`config.mk`:
```
export PLATFORM = sky130hd
export DESIGN_NAME = hazard_ctrl
export DESIGN_NICKNAME = d
export VERILOG_FILES = /design/src/rtl/hazard_ctrl.sv
export SDC_FILE = /design/constraint.sdc
export NUM_CORES = 1
export LEC_CHECK = 0
export BUFFER_PORTS_ARGS = -buffer_cell sky130_fd_sc_hd__buf_2
export CAP_MARGIN = 15
export CORE_MARGIN = 4
export CORE_UTILIZATION = 33
export CTS_CLUSTER_DIAMETER = 40
export DETAILED_ROUTE_END_ITERATION = 6
export GPL_TIMING_DRIVEN = 0
export PLACE_DENSITY_LB_ADDON = 0.05
export SYNTH_ARGS = -nofsm -noshare
export SYNTH_HDL_FRONTEND = slang
export SYNTH_SLANG_ARGS = --single-unit
export TNS_END_PERCENT = 50
```
`constraint.sdc`:
```
create_clock -name clk -period 2.3 [get_ports clk]
set_clock_uncertainty 0.15 [all_clocks]
set_input_delay 0.575 -clock clk [delete_from_list [all_inputs] [get_ports clk]]
set_output_delay 0.575 -clock clk [all_outputs]
set_load 0.02 [all_outputs]
```
`src/rtl/hazard_ctrl.sv`:
```
// Pipeline hazard controller: load-use, branch-in-ID and data-memory-wait stalls.
// Optional stall counter output enabled by defining HAZARD_STALL_CNT_EN.
module hazard_ctrl (
  input  logic       clk,
  input  logic       rst_n,
  input  logic [4:0] if_id_rs,
  input  logic [4:0] if_id_rt,
  input  logic       id_uses_rt,
  input  logic       id_is_branch,
  input  logic       id_branch_taken,
  input  logic [4:0] id_ex_dst,
  input  logic [4:0] ex_mem_dst,
  input  logic       id_ex_regwrite,
  input  logic       ex_mem_regwrite,
  input  logic       id_ex_memread,
  input  logic       ex_mem_memread,
  input  logic       ex_mem_memwrite,
  input  logic       dmem_ready,
  output logic       pc_write,
  output logic       if_id_write,
  output logic       id_ex_write,
  output logic       ex_mem_write,
  output logic       id_ex_bubble,
  output logic       if_id_flush
`ifdef HAZARD_STALL_CNT_EN
  ,
  output logic [15:0] stall_cnt
`endif
);

  typedef enum logic [1:0] {RUN, BR_WAIT, MEM_WAIT} state_t;

  state_t state_q, state_d;

  logic mem_busy, load_use, id_ex_hit, ex_mem_hit;
  logic br_alu, br_load, br_memload;
  logic freeze, stall;

  // ex_mem_regwrite is part of the pipeline bus but no hazard rule depends on it.
  logic unused_ex_mem_regwrite;
  assign unused_ex_mem_regwrite = ex_mem_regwrite;

  assign mem_busy   = (ex_mem_memread | ex_mem_memwrite) & ~dmem_ready;
  assign load_use   = id_ex_memread & (id_ex_dst != 5'd0) &
                      ((id_ex_dst == if_id_rs) | (id_uses_rt & (id_ex_dst == if_id_rt)));
  assign id_ex_hit  = (id_ex_dst != 5'd0) & ((id_ex_dst == if_id_rs) | (id_ex_dst == if_id_rt));
  assign ex_mem_hit = (ex_mem_dst != 5'd0) & ((ex_mem_dst == if_id_rs) | (ex_mem_dst == if_id_rt));
  assign br_alu     = id_is_branch & ~id_ex_regwrite & ~id_ex_memread & id_ex_hit;
  assign br_load    = id_is_branch & ~id_ex_regwrite &  id_ex_memread & id_ex_hit;
  assign br_memload = id_is_branch & ex_mem_memread & ex_mem_hit;

  // NOTE: sequential state uses non-blocking assignments so every flop samples pre-edge values.
  always_ff @(posedge clk or negedge rst_n) begin
    if (!rst_n) state_q <= RUN;
    else        state_q <= state_d;
  end

  // NOTE: every always_comb output gets a default first so no path can infer a latch.
  always_comb begin
    state_d = state_q;
    freeze  = 1'b0;
    stall   = 1'b0;
    case (state_q)
      RUN: begin
        if (mem_busy) begin
          freeze  = 1'b1;
          state_d = MEM_WAIT;
        end else if (br_load) begin
          stall   = 1'b1;
          state_d = BR_WAIT;
        end else if (load_use | br_alu | br_memload) begin
          stall   = 1'b1;
        end
      end
      BR_WAIT: begin
        state_d = RUN;
        if (mem_busy) begin
          freeze  = 1'b1;
          state_d = MEM_WAIT;
        end else begin
          stall   = 1'b1;
        end
      end
      MEM_WAIT: begin
        if (!dmem_ready) freeze  = 1'b1;
        else             state_d = RUN;
      end
      default: state_d = RUN;
    endcase
  end

  // Reset forces the outputs directly so a mid-stall reset takes effect immediately.
  always_comb begin
    pc_write     = 1'b1;
    if_id_write  = 1'b1;
    id_ex_write  = 1'b1;
    ex_mem_write = 1'b1;
    id_ex_bubble = 1'b0;
    if_id_flush  = 1'b0;
    if (!rst_n) begin
      pc_write     = 1'b0;
      if_id_write  = 1'b0;
      id_ex_write  = 1'b0;
      ex_mem_write = 1'b0;
      id_ex_bubble = 1'b1;
    end else if (freeze) begin
      pc_write     = 1'b0;
      if_id_write  = 1'b0;
      id_ex_write  = 1'b0;
      ex_mem_write = 1'b0;
    end else if (stall) begin
      pc_write     = 1'b0;
      if_id_write  = 1'b0;
      id_ex_bubble = 1'b1;
    end else begin
      if_id_flush  = id_branch_taken;
    end
  end

`ifdef HAZARD_STALL_CNT_EN
  always_ff @(posedge clk or negedge rst_n) begin
    if (!rst_n)                               stall_cnt <= 16'd0;
    else if (!pc_write && stall_cnt != 16'hFFFF) stall_cnt <= stall_cnt + 16'd1;
  end
`endif

endmodule

```
== Yosys cells after proc, flatten, opt, wreduce, memory -nomap -nowiden ==
Index checks and enable logic that the tools add are counted.
Operators by class
  add/sub/neg operators: 0
  multipliers: 0
  divide/modulo/power cells: 0
  magnitude comparators: 0
  equality and inequality tests: 8
  shift-type cells: 0
  mux-type cells: 24
  bitwise gates (word level): 22
  reduce and logical (&&, ||, !) cells: 5
Operator list (number)
  $eq A5 B5 Y1: 4
  $mux W1: 17
  $and A1 B1 Y1: 13
  $reduce_bool A5 Y1: 2
  $mux W2: 4
  $or A1 B1 Y1: 6
  $pmux W2 S3: 1
  $pmux W1 S2: 2
  $ne A3 B3 Y1 const B: 1
  $not A1 Y1: 3
  $eq A2 B1 Y1 const B: 1
  $eq A2 B2 Y1 const B: 1
  $logic_not A2 Y1: 1
  $ne A2 B2 Y1 const B: 1
  $reduce_and A2 Y1: 1
  $reduce_or A2 Y1: 1
Storage, ports and cells
  bits in registers: 2
  bits in latches: 0
  RAM bits: 0
  ROM bits: 0
  input port bits: 31
  output and inout bits: 6
  word-level logic and storage cells: 60
  memories kept: 0

== Depth between registers and ports, before layout ==
Gate-level depths: netlist (run 1).
  depth in word-level cells: 13
  gate-level depth with buffers: 6
  mapped depth without buffers: 5

== Worst setup path before layout (run 1) ==
OpenSTA, ideal clock, no wires.
  path type: input port to output port
  start point: in ex_mem_memread
  end point: out pc_write
  arrival: 2.738 ns
  required time: 1.575 ns
  slack: -1.163 ns
  cell stages on the path: 6
  path buffers: 1
  cells stage by stage: nor3_1 a211oi_1 nor2_1 inv_1 a2111oi_0 buf_4
On the way
  longest elaborated chain between the ends: 10
  elaborated cells between the ends (all ways): 15
  those cells by class: mux (10); bitwise (5)
Ends and longest elaborated chain
  start: declaration: line 16  | input logic ex_mem_memread,
  $and A1 B1 Y1 (2 in a row): line 50  | assign br_memload = id_is_branch & ex_mem_memread & ex_mem_hit;
  $or A1 B1 Y1: line 71  | end else if (load_use | br_alu | br_memload) begin
  $mux W1: line 71
  $mux W1: line 68  | end else if (br_load) begin
  $mux W1: line 65  | if (mem_busy) begin
  $pmux W1 S2: line 63  | case (state_q)
  $mux W1
  $mux W1 (*) (2 in a row)
  end: declaration: line 19  | output logic pc_write,
Every way passes the cells marked *; elsewhere a longest branch is shown, timed or not.

== Worst setup path in the final report (run 1) ==
  start point: in id_ex_dst[3]
  end point: out if_id_flush
On the way
  longest elaborated chain between the ends: 13
  elaborated cells between the ends (all ways): 20
  those cells by class: eq/ne (2); mux (7); bitwise (10); reduce/logical (1)
Ends and longest elaborated chain
  start: declaration: line 11  | input logic [4:0] id_ex_dst,
  $eq A5 B5 Y1: line 45, 46
  $and A1 B1 Y1 / $or A1 B1 Y1 (equally long branches): line 45, 46
  $or A1 B1 Y1 / $and A1 B1 Y1 (equally long branches): line 45, 46
  $and A1 B1 Y1, on equally long branches: line 44, 48
  $or A1 B1 Y1 (2 in a row): line 71
  $mux W1: line 71
  $mux W1 (*): line 68
  $mux W1 (*): line 65
  $pmux W1 S2 (*): line 63
  $mux W1 (*): line 111  | end else if (stall) begin
  $mux W1 (*): line 106  | end else if (freeze) begin
  $mux W1 (*): line 100  | if (!rst_n) begin
  end: declaration: line 24  | output logic if_id_flush
Marks and branches as above.

==> results of run 1 <==
[per-layer routing]
layer | wire length [um] | GRT usage (%) | vias to the layer above
met1 | 517 | 16.8 | 257
met5 | 0 | 0 | -
met2 | 833 | 33.2 | 27
li1 | - | - | 289
met3 | 138 | 3.66 | 0
met4 | 0 | 5.42 | 0
[layout by cell type, fill, tap and decap left out, types with 2 or more instances in the layout]
master    Yosys  routed
buf_2         0      24
xor2_1       12       9
xnor2_1       8       8
buf_4         2       8
buf_6         0       8
nor2_1        7       6
nor3_2        1       5
xor2_2        0       3
nand3_2       1       3
clkbuf_4      0       3
nor3_1        6       2
a221oi_4      0       2
inv_1         3       2
dfrtp_1       2       2
[worst register-to-register path, delay by kind of cell, from the launching register on]
| kind | cells | cell delay, ps |
|---|---|---|
| AO/OA/AOI/OAI | 2 | 520 |
| flip-flops | 1 | 400 |
| buffers and inverters | 2 | 270 |
| AND/OR/NAND/NOR | 1 | 180 |
[cell families (layout without fill, tap and decap cells)]
group                  count (synthesis)  after routing  synth area share (%)
buffers and inverters                  5             48                  5.93
XOR/XNOR                              20             20                  39.5
AO/OA/AOI/OAI                          8              8                  16.4
flip-flops                             2              2                  11.3
AND/OR/NAND/NOR                       22             22                  26.8
[report_power, final]
| part | total [mW] | internal [mW] | switching (mW) |
|---|---|---|---|
| registers | 0.0381 | 0.0368 | 0.00136 |
| logic | 0.154 | 0.0778 | 0.0762 |
| clock network | 0.0732 | 0.0572 | 0.0160 |
| total | 0.265 | 0.172 | 0.0936 |
[final cells by class]
type	count	area [um^2]	area share (%)
clock buffer	3	22.5	2.52
buffer	2	15.0	1.68
timing repair buffer	40	280	31.4
tap	14	17.5	1.96
multi-input combinational	50	497	55.6
sequential	2	50.0	5.60
inverter	3	11.3	1.26
[through the flow]
stage	instances	hold WS [ps]
after floorplan	57	129
after global placement	106	219
after detailed placement	106	220
after CTS	113	345
after global routing	114	367
final	114	341
[worst max path at each step]
stage	cells past startpoint	slack, ps	end	start
after floorplan	6	-180	pc_write	id_ex_dst[3]
after global placement	8	-540	pc_write	id_ex_dst[3]
after detailed placement	8	-570	pc_write	id_ex_dst[2]
after CTS	8	-390	if_id_flush	if_id_rt[3]
after global routing	8	-470	if_id_flush	id_ex_dst[3]
final	8	-380	if_id_flush	id_ex_dst[3]
[what timing repair did]
item                                    in CTS  in global routing
endpoints found under the setup margin       4                  4
hold buffers                                 1                  0
endpoints found under the hold margin        2                  0
pin swaps                                    7                  9
buffers inserted                             3                  1
resized for setup                           14                 14
==> results.yml, run 1 <==
outcome:
  outcome: "complete, but fails checks"
  violations: "setup timing"
min_path:
  min-delay-start: "state_q[0]"
  hold_path_depth: 1
  min_to: "state_q[1]"
  min_path_type: "reg -> reg"
timing:
  max_freq_mhz: 373
  drv_slew: 0
  layout_setup_ws_ps: -384
  slew_headroom_pct: 76.5
  tns_ps: -1320
  tightest_slew_ps: 351
  setup_viol: 4
  fin_crit_sh_pct: 117
  rsz0062_at_grt: "true"
  hold_viol: 0
  fin_crit_ps: 2680
layout:
  nFillCells: 89
  final_cell_area_um2: 893
  utilization_pct: 75.3
  fin_nets: 133
  drive_above_1_share_pct: 63.0
  largest_register_ffs: 2
  largest-register: "state_q"
  antennaDiodeCount: 0
  largestRegisters: "state_q: 2 flops"
  area_growth_pct: 102
placed_design:
  place_ws_ps: -567
  place.port_buffers: 35
  dp_hpwl_mm: 1.19
  place_area_um2: 699
  gp_congestion: 0.779
logic_synthesis:
  syn-instance-count: 57
  syn-cell-area_um2: 443
  synth_seq_cells: 2
  syn_nets: 88
  ys_types: 21
  yosys-top-cells-count: "xor2_1 (12), xnor2_1 (8), nor2_1 (7)"
  ys.flop_type: "dfrtp_1"
  synth_edf_count: 0
  ys_seq_area_share_pct: 11.3
  yosysTopAreaCell: "xor2_1"
  synth_area_per_cell_um2: 7.77
  async_reset_ff_share_pct: 100
  yosysMostFrequentCell: "xor2_1"
  synth_top_area_share_pct: 23.7
  yosysWarnings: 0
  yosys-top-cells-area: "xor2_1 (24%), xnor2_1 (16%), dfrtp_1 (11%)"
critical_path:
  crit_chain: "buf_8 -> xor2_2 -> nor3_2 -> nand3_2 -> a221oi_4 -> buf_4 -> a2111oi_2 -> buf_4"
  path_max_fanout: 3
  path_buf_inv: 3
  cp_slowest_cell: "a221oi_4"
  end_kind: "primary output"
  cp_common_cell: "buf_4"
  worstReg2RegStart: "state_q[1]"
  reg2reg_slack_ps: 710
  critPathRequiredTime_ps: 1570
  worstSetupPathType: "in -> out"
  cpPeakStageDelay_ps: 360
  cpLargestDelayFamily: "buffers and inverters"
  startpoint_type: "input pin"
  arrival_ps: 1960
  reg2regPathDepth: 5
  r2r-end: "state_q[0]"
job:
  cap_violations: 0
pwr:
  peakVddDrop_mv: 0.303
  p_leak_nw: 0.376
  p_total_uw: 265
  powerDensity_mw_per_mm2: 297
cts:
  clkLatencyLatePin_ps: 220
  cts_sinks: 2
  cts_buffers: 3
  cts-htree-levels: 1
  tritoncts: "done"
  path_clk_slew_ps: 30
  cts_buffer_depth: 2
  root_buffer: "clkbuf_4"
route:
  routedWlPerCell_um: 13.1
  first_pass_iters: 2
  wirelength_mm: 1.49
  vias: 573
  drt_iter0_drc: 1
  drc_errors: 0
  vias_per_cell: 5.03
  ant_nets: 0
floorplan:
  io_pins: 37
  start_util_pct: 37.3
  dieArea_mm2: 0.00199
  die_h_um: 44.6
  die_x_um: 44.6
  core-area_mm2: 0.00119
  num_rows: 12
grt:
  track_usage_pct: 16.8
  antenna_found_initial: 0
  grt_pass1_vias: 628
  grt_overflow_total: 0
  grt_pass1_wl_mm: 2.46
  grt_max_degree: 5
Note: power is estimated with default switching activity, not from simulation.
==> run 2, diff against run 1 <==
--- a/config.mk
+++ b/config.mk
@@ -5,14 +5,15 @@
 export SDC_FILE = /design/constraint.sdc
 export NUM_CORES = 1
 export LEC_CHECK = 0
+export ABC_AREA = 1
 export BUFFER_PORTS_ARGS = -buffer_cell sky130_fd_sc_hd__buf_2
 export CAP_MARGIN = 15
 export CORE_MARGIN = 4
-export CORE_UTILIZATION = 33
+export CORE_UTILIZATION = 35
 export CTS_CLUSTER_DIAMETER = 40
 export DETAILED_ROUTE_END_ITERATION = 6
 export GPL_TIMING_DRIVEN = 0
-export PLACE_DENSITY_LB_ADDON = 0.05
+export PLACE_DENSITY = 0.79
 export SYNTH_ARGS = -nofsm -noshare
 export SYNTH_HDL_FRONTEND = slang
 export SYNTH_SLANG_ARGS = --single-unit
==> run 2 against run 1 <==
Net effect: design area is 5.6% higher; synthesized cell count is 95% higher; sequential share of layout area is 0.30 points lower; first-iteration DRC count grew to 7.0 times the previous value; non-clock buffer count is 2 lower; largest power group unchanged; total power is 12% higher; the run still ends with setup timing left; setup slack better by 260 ps; critical path depth is 6 higher; die area is 13% higher; flip-flop and latch count stayed put; sequential power is 6.6% higher; clock power is 3.1% higher.
==> results.yml, run 2 <==
pwr:
  internal-power_uw: 185
  peakVddDrop_mv: 0.255
  p_total_uw: 298
  p_leak_nw: 0.563
  combPwrFrac_pct: 61.1
  power.switching_uw: 113
  p_sw_share_pct: 37.9
  powerDensity_mw_per_mm2: 316
  power_frac_seq_pct: 13.6
  clkPwrFrac_pct: 25.3
logic_synthesis:
  yosys-top-cells-count: "nand2_1 (46), inv_1 (18), nor2_1 (10)"
  yosysTopAreaCell: "nand2_1"
  ys_types: 20
  synth_edf_count: 0
  syn-instance-count: 111
  yosysMostFrequentCell: "nand2_1"
  ys_seq_area_share_pct: 9.15
  yosys-top-cells-area: "nand2_1 (32%), inv_1 (12%), dfrtp_1 (9.2%)"
  synth_seq_cells: 2
  syn-cell-area_um2: 547
  async_reset_ff_share_pct: 100
  synth_top_area_share_pct: 31.6
  synth_area_per_cell_um2: 4.93
  yosysWarnings: 0
  syn_nets: 142
  ys.flop_type: "dfrtp_1"
critical_path:
  arrival_ps: 1700
  end_kind: "primary output"
  worstReg2RegStart: "state_q[1]"
  path_max_fanout: 3
  critPathRequiredTime_ps: 1570
  crit_start: "id_ex_dst[2]"
  startpoint_type: "input pin"
  reg2reg_slack_ps: 1330
  worstSetupPathType: "in -> out"
layout:
  largest-register: "state_q"
  final_cell_mix: "nand2_1 (36), buf_2 (20), nand2_2 (11), buf_6 (11)"
  fin_cells: 168
  largestRegisters: "state_q: 2 flops"
  antennaDiodeCount: 0
  fin_nets: 185
  final_cell_area_um2: 943
  area_growth_pct: 72.5
  final_common_cell: "nand2_1"
  drive_above_1_share_pct: 49.3
  largest_register_ffs: 2
  utilization_pct: 63.4
floorplan:
  core-area_mm2: 0.00149
  num_rows: 14
  start_util_pct: 36.7
  die_x_um: 47.5
  io_pins: 37
  die_h_um: 47.5
  dieArea_mm2: 0.00226
min_path:
  min_path_type: "reg -> reg"
  min-delay-start: "state_q[0]"
timing:
  setup_viol: 3
  hold_ws_ps: 328
  tns_ps: -278
  slew_headroom_pct: 85.1
  fin_crit_sh_pct: 105
  tightest_slew_ps: 221
  layout_setup_ws_ps: -120
  drv_slew: 0
  fin_crit_ps: 2420
  hold_viol: 0
  rsz0062_at_grt: "true"
  max_freq_mhz: 413
route:
  ant_nets: 0
  drt_iter0_drc: 7
  vias_per_cell: 4.54
  vias: 762
  wirelength_mm: 1.70
  first_pass_iters: 3
  drc_errors: 0
  routedWlPerCell_um: 10.1
placed_design:
  place.port_buffers: 35
  gp_congestion: 0.794
  dp_hpwl_mm: 1.39
  dp_cells: 162
  place_area_um2: 742
  place_ws_ps: -217
grt:
  antenna_found_initial: 0
  grt_overflow_total: 0
  grt_pass1_wl_mm: 2.44
  grt_pass1_vias: 662
  track_usage_pct: 14.8
  grt_max_degree: 5
cts:
  clkLatencyLatePin_ps: 220
  cts_sinks: 2
  path_clk_slew_ps: 30
  root_buffer: "clkbuf_4"
  cts_buffer_depth: 2
  tritoncts: "done"
  cts_buffers: 3
  cts-htree-levels: 1
outcome:
  outcome: "complete, but fails checks"
  violations: "setup timing"
job:
  cap_violations: 0
==> run 2: cell types whose count changed in the layout (fill, tap and decap cells not counted), moves of 4 or more <==
cell / delta
nand2_1: +35
nand2_2: +11
inv_2: +9
inv_1: +8
xor2_1: -6
nor3_2: -5
xnor2_1: -5
buf_2: -4
nand3_1: +4
o21ai_1: +4
==> run 2: routing by layer <==
layer	global-route usage, %	vias to the layer above	part of all wire, %
li1	-	412	-
met4	3.31	0	0
met3	2.63	0	4.1
met2	28.3	10	57
met5	0	-	0
met1	16.7	340	39
==> run 2: cell families after synthesis <==
logic type	synth area share (%)
flip-flops	9.15
AO/OA/AOI/OAI	7.09
buffers and inverters	19.2
XOR/XNOR	9.61
AND/OR/NAND/NOR	54.9
==> run 2: final timing paths <==
check / end / depth (start not counted)
max in group asynchronous: state_q[0] / 2
min in group asynchronous: state_q[1] / 2
hold reg to reg: state_q[0] / 1
hold / removal: state_q[0] / 1
setup / recovery: pc_write / 14
setup reg to reg: state_q[0] / 2
==> run 2: worst max-delay path, stage by stage <==
cell and delay, ps:
buf_4 100, inv_2 30, nand2_1 40, nand2_1 50
nor2_1 100, nand3_1 100, a21oi_2 160, nand2_1 70
nand2_1 60, nand2_2 50, nand2_2 80, inv_2 40
buf_6 100, buf_6 120
==> run 2: cell type report <==
| type | count | area [um^2] |
|---|---|---|
| plain buffers | 2 | 18.8 |
| clock buffers | 3 | 22.5 |
| fillers | 142 | 546 |
| inverters | 24 | 103 |
| multi-input cells | 83 | 432 |
| flip-flops and latches | 2 | 50.0 |
| well taps | 16 | 20.0 |
| repair buffers | 38 | 298 |
==> run 2: timing repair <==
action                                  in CTS  in global routing
gates resized for setup                     30                 23
endpoints found under the setup margin       4                  4
pin swaps                                   20                 21
hold buffers                                 1                  0
buffers inserted                             2                  0
hold endpoints to repair                     2                  0
==> run 2: power by group through the flow <==
| stage | sequential [mW] | combinational, mW | clock (mW) |
|---|---|---|---|
| detailed placement | 0.0406 | 0.139 | 0 |
| global placement | 0.0404 | 0.135 | 0 |
| global route | 0.0408 | 0.200 | 0.0842 |
| CTS | 0.0403 | 0.168 | 0.0801 |
| finish | 0.0406 | 0.182 | 0.0755 |
| floorplan | 0.0402 | 0.0825 | 0 |
==> run 3, diff against run 2 <==
--- a/config.mk
+++ b/config.mk
@@ -5,15 +5,15 @@
 export SDC_FILE = /design/constraint.sdc
 export NUM_CORES = 1
 export LEC_CHECK = 0
-export ABC_AREA = 1
 export BUFFER_PORTS_ARGS = -buffer_cell sky130_fd_sc_hd__buf_2
 export CAP_MARGIN = 15
 export CORE_MARGIN = 4
-export CORE_UTILIZATION = 35
+export CORE_UTILIZATION = 33
 export CTS_CLUSTER_DIAMETER = 40
 export DETAILED_ROUTE_END_ITERATION = 6
 export GPL_TIMING_DRIVEN = 0
-export PLACE_DENSITY = 0.79
+export PLACE_DENSITY = 0.8
+export REMOVE_ABC_BUFFERS = 1
 export SYNTH_ARGS = -nofsm -noshare
 export SYNTH_HDL_FRONTEND = slang
 export SYNTH_SLANG_ARGS = --single-unit
==> run 3 against run 2 <==
Net effect: core utilization increased by 1.7 points; critical endpoint is now id_ex_bubble; total power decreased by 15%; first-iteration DRC count decreased by 71%; clock power increased by 13%; the run still ends with setup timing left; clock-buffer cell count unchanged; via count decreased by 27%; highest routed layer is now met4.
==> results.yml, run 3 (synthesis results as in run 1) <==
timing:
  setup_viol: 4
  fin_crit_ps: 2610
  drv_slew: 0
  slew_headroom_pct: 75.9
  fin_crit_sh_pct: 113
  hold_viol: 0
  tns_ps: -1180
  tightest_slew_ps: 359
  max_freq_mhz: 384
  layout_setup_ws_ps: -306
  rsz0062_at_grt: "true"
cts:
  cts-htree-levels: 1
  cts_buffer_depth: 2
  tritoncts: "done"
  path_clk_slew_ps: 40
  cts_buffers: 3
  cts_sinks: 2
  root_buffer: "clkbuf_4"
  clkLatencyLatePin_ps: 230
critical_path:
  reg2regPathDepth: 3
  arrival_ps: 1880
  end_kind: "primary output"
  worstSetupPathType: "in -> out"
  startpoint_type: "input pin"
  crit_start: "if_id_rt[3]"
  r2r-end: "state_q[0]"
  worstReg2RegStart: "state_q[1]"
  reg2reg_slack_ps: 930
  path_max_fanout: 4
  critPathRequiredTime_ps: 1570
  worstSetupEndpoint: "id_ex_bubble"
grt:
  grt_pass1_vias: 599
  grt_max_degree: 5
  antenna_found_initial: 0
  track_usage_pct: 15.4
  grt_overflow_total: 0
  grt_pass1_wl_mm: 2.27
route:
  first_pass_iters: 4
  vias: 553
  routedWlPerCell_um: 13.5
  drc_errors: 0
  vias_per_cell: 5.07
  drt_iter0_drc: 2
  ant_nets: 0
  wirelength_mm: 1.47
layout:
  regArea_um2: 50.0
  fin_cells: 109
  final_cell_mix: "buf_2 (26), xor2_1 (10), xnor2_1 (8)"
  fin_nets: 128
  final_cell_area_um2: 772
  drive_above_1_share_pct: 51.6
  nFillCells: 111
  largest_register_ffs: 2
  largestRegisters: "state_q: 2 flops"
  area_growth_pct: 74.3
  utilization_pct: 65.1
  largest-register: "state_q"
  antennaDiodeCount: 0
  multiInputGateArea_um2: 422
  final_common_cell: "buf_2"
floorplan:
  num_rows: 12
  die_h_um: 44.6
  dieArea_mm2: 0.00199
  core-area_mm2: 0.00119
  start_util_pct: 37.3
  die_x_um: 44.6
  io_pins: 37
outcome:
  violations: "setup timing"
  outcome: "complete, but fails checks"
pwr:
  combPwrFrac_pct: 51.4
  power.switching_uw: 92.9
  p_leak_nw: 0.339
  p_total_uw: 253
  clkPwrFrac_pct: 33.6
  p_sw_share_pct: 36.7
  powerDensity_mw_per_mm2: 328
  internal-power_uw: 160
  peakVddDrop_mv: 0.320
  power_frac_seq_pct: 15.0
placed_design:
  dp_cells: 104
  place.port_buffers: 35
  dp_hpwl_mm: 1.05
  gp_congestion: 0.791
  place_area_um2: 621
min_path:
  min_path_type: "reg -> reg"
job:
  cap_violations: 0
run 3: cell types whose count changed in the layout (fill, tap and decap cells not counted), moves of 4 or more:
cell,change
nand2_1,-35
nand2_2,-11
inv_2,-10
inv_1,-7
xor2_1,+7
buf_2,+6
xnor2_1,+5
buf_6,-4
nor3_1,+4
o21ai_1,-4
run 3: layout make-up:
cell class | instances | area share (%)
repair buffers | 37 | 32.3
well taps | 14 | 2.27
inverters | 3 | 1.46
multi-input cells | 50 | 54.6
clock buffers | 3 | 2.92
flip-flops and latches | 2 | 6.48
run 3: through the flow:
stage / hold slack (ps) / setup WS [ps]
2_1_floorplan: 129 / -1860
3_3_place_gp: 217 / -347
3_5_place_dp: 217 / -370
4_1_cts: 332 / -280
5_1_grt: 363 / -409
6_report: 324 / -306
run 3: worst max-delay path, cell delays in order:
cell and delay, ps:
buf_6 100, xor2_2 170, nor3_2 220, nand3_2 120, a221oi_4 370, a2111o_1 210, buf_6 120
run 3: worst min path at each step:
stage | cells after the start | startpoint | end | slack (ps)
after detailed placement | 1 | rst_n | state_q[0] | 220
final | 1 | state_q[0] | state_q[1] | 320
after global routing | 1 | state_q[0] | state_q[1] | 360
after global placement | 1 | rst_n | state_q[0] | 220
after floorplan | 0 | rst_n | state_q[0] | 130
after CTS | 1 | state_q[0] | state_q[1] | 330
run 3: repair_timing:
action                                  CTS  global route
endpoints found under the setup margin    4             4
hold buffers                              1             0
endpoints found under the hold margin     2             0
gates resized for setup                  13            12
setup buffers                             0             1
pin swaps                                 7             9
run 3: power by group through the flow:
stage	Combinational, mW	Clock, mW	Sequential [mW]
final	0.130	0.0851	0.0379
after global routing	0.142	0.0903	0.0381
after CTS	0.118	0.0900	0.0380
after detailed placement	0.105	0	0.0381
after global placement	0.104	0	0.0380
after floorplan	0.0553	0	0.0379
run 3: routing by layer:
| metal | up-vias | track usage, % | part of all wire (%) |
|---|---|---|---|
| met1 | 247 | 16.6 | 34 |
| met2 | 25 | 28.1 | 55 |
| met3 | 6 | 0 | 6.7 |
| li1 | 275 | - | - |
| met4 | 0 | 11.4 | 4.4 |
| met5 | - | 0 | 0 |
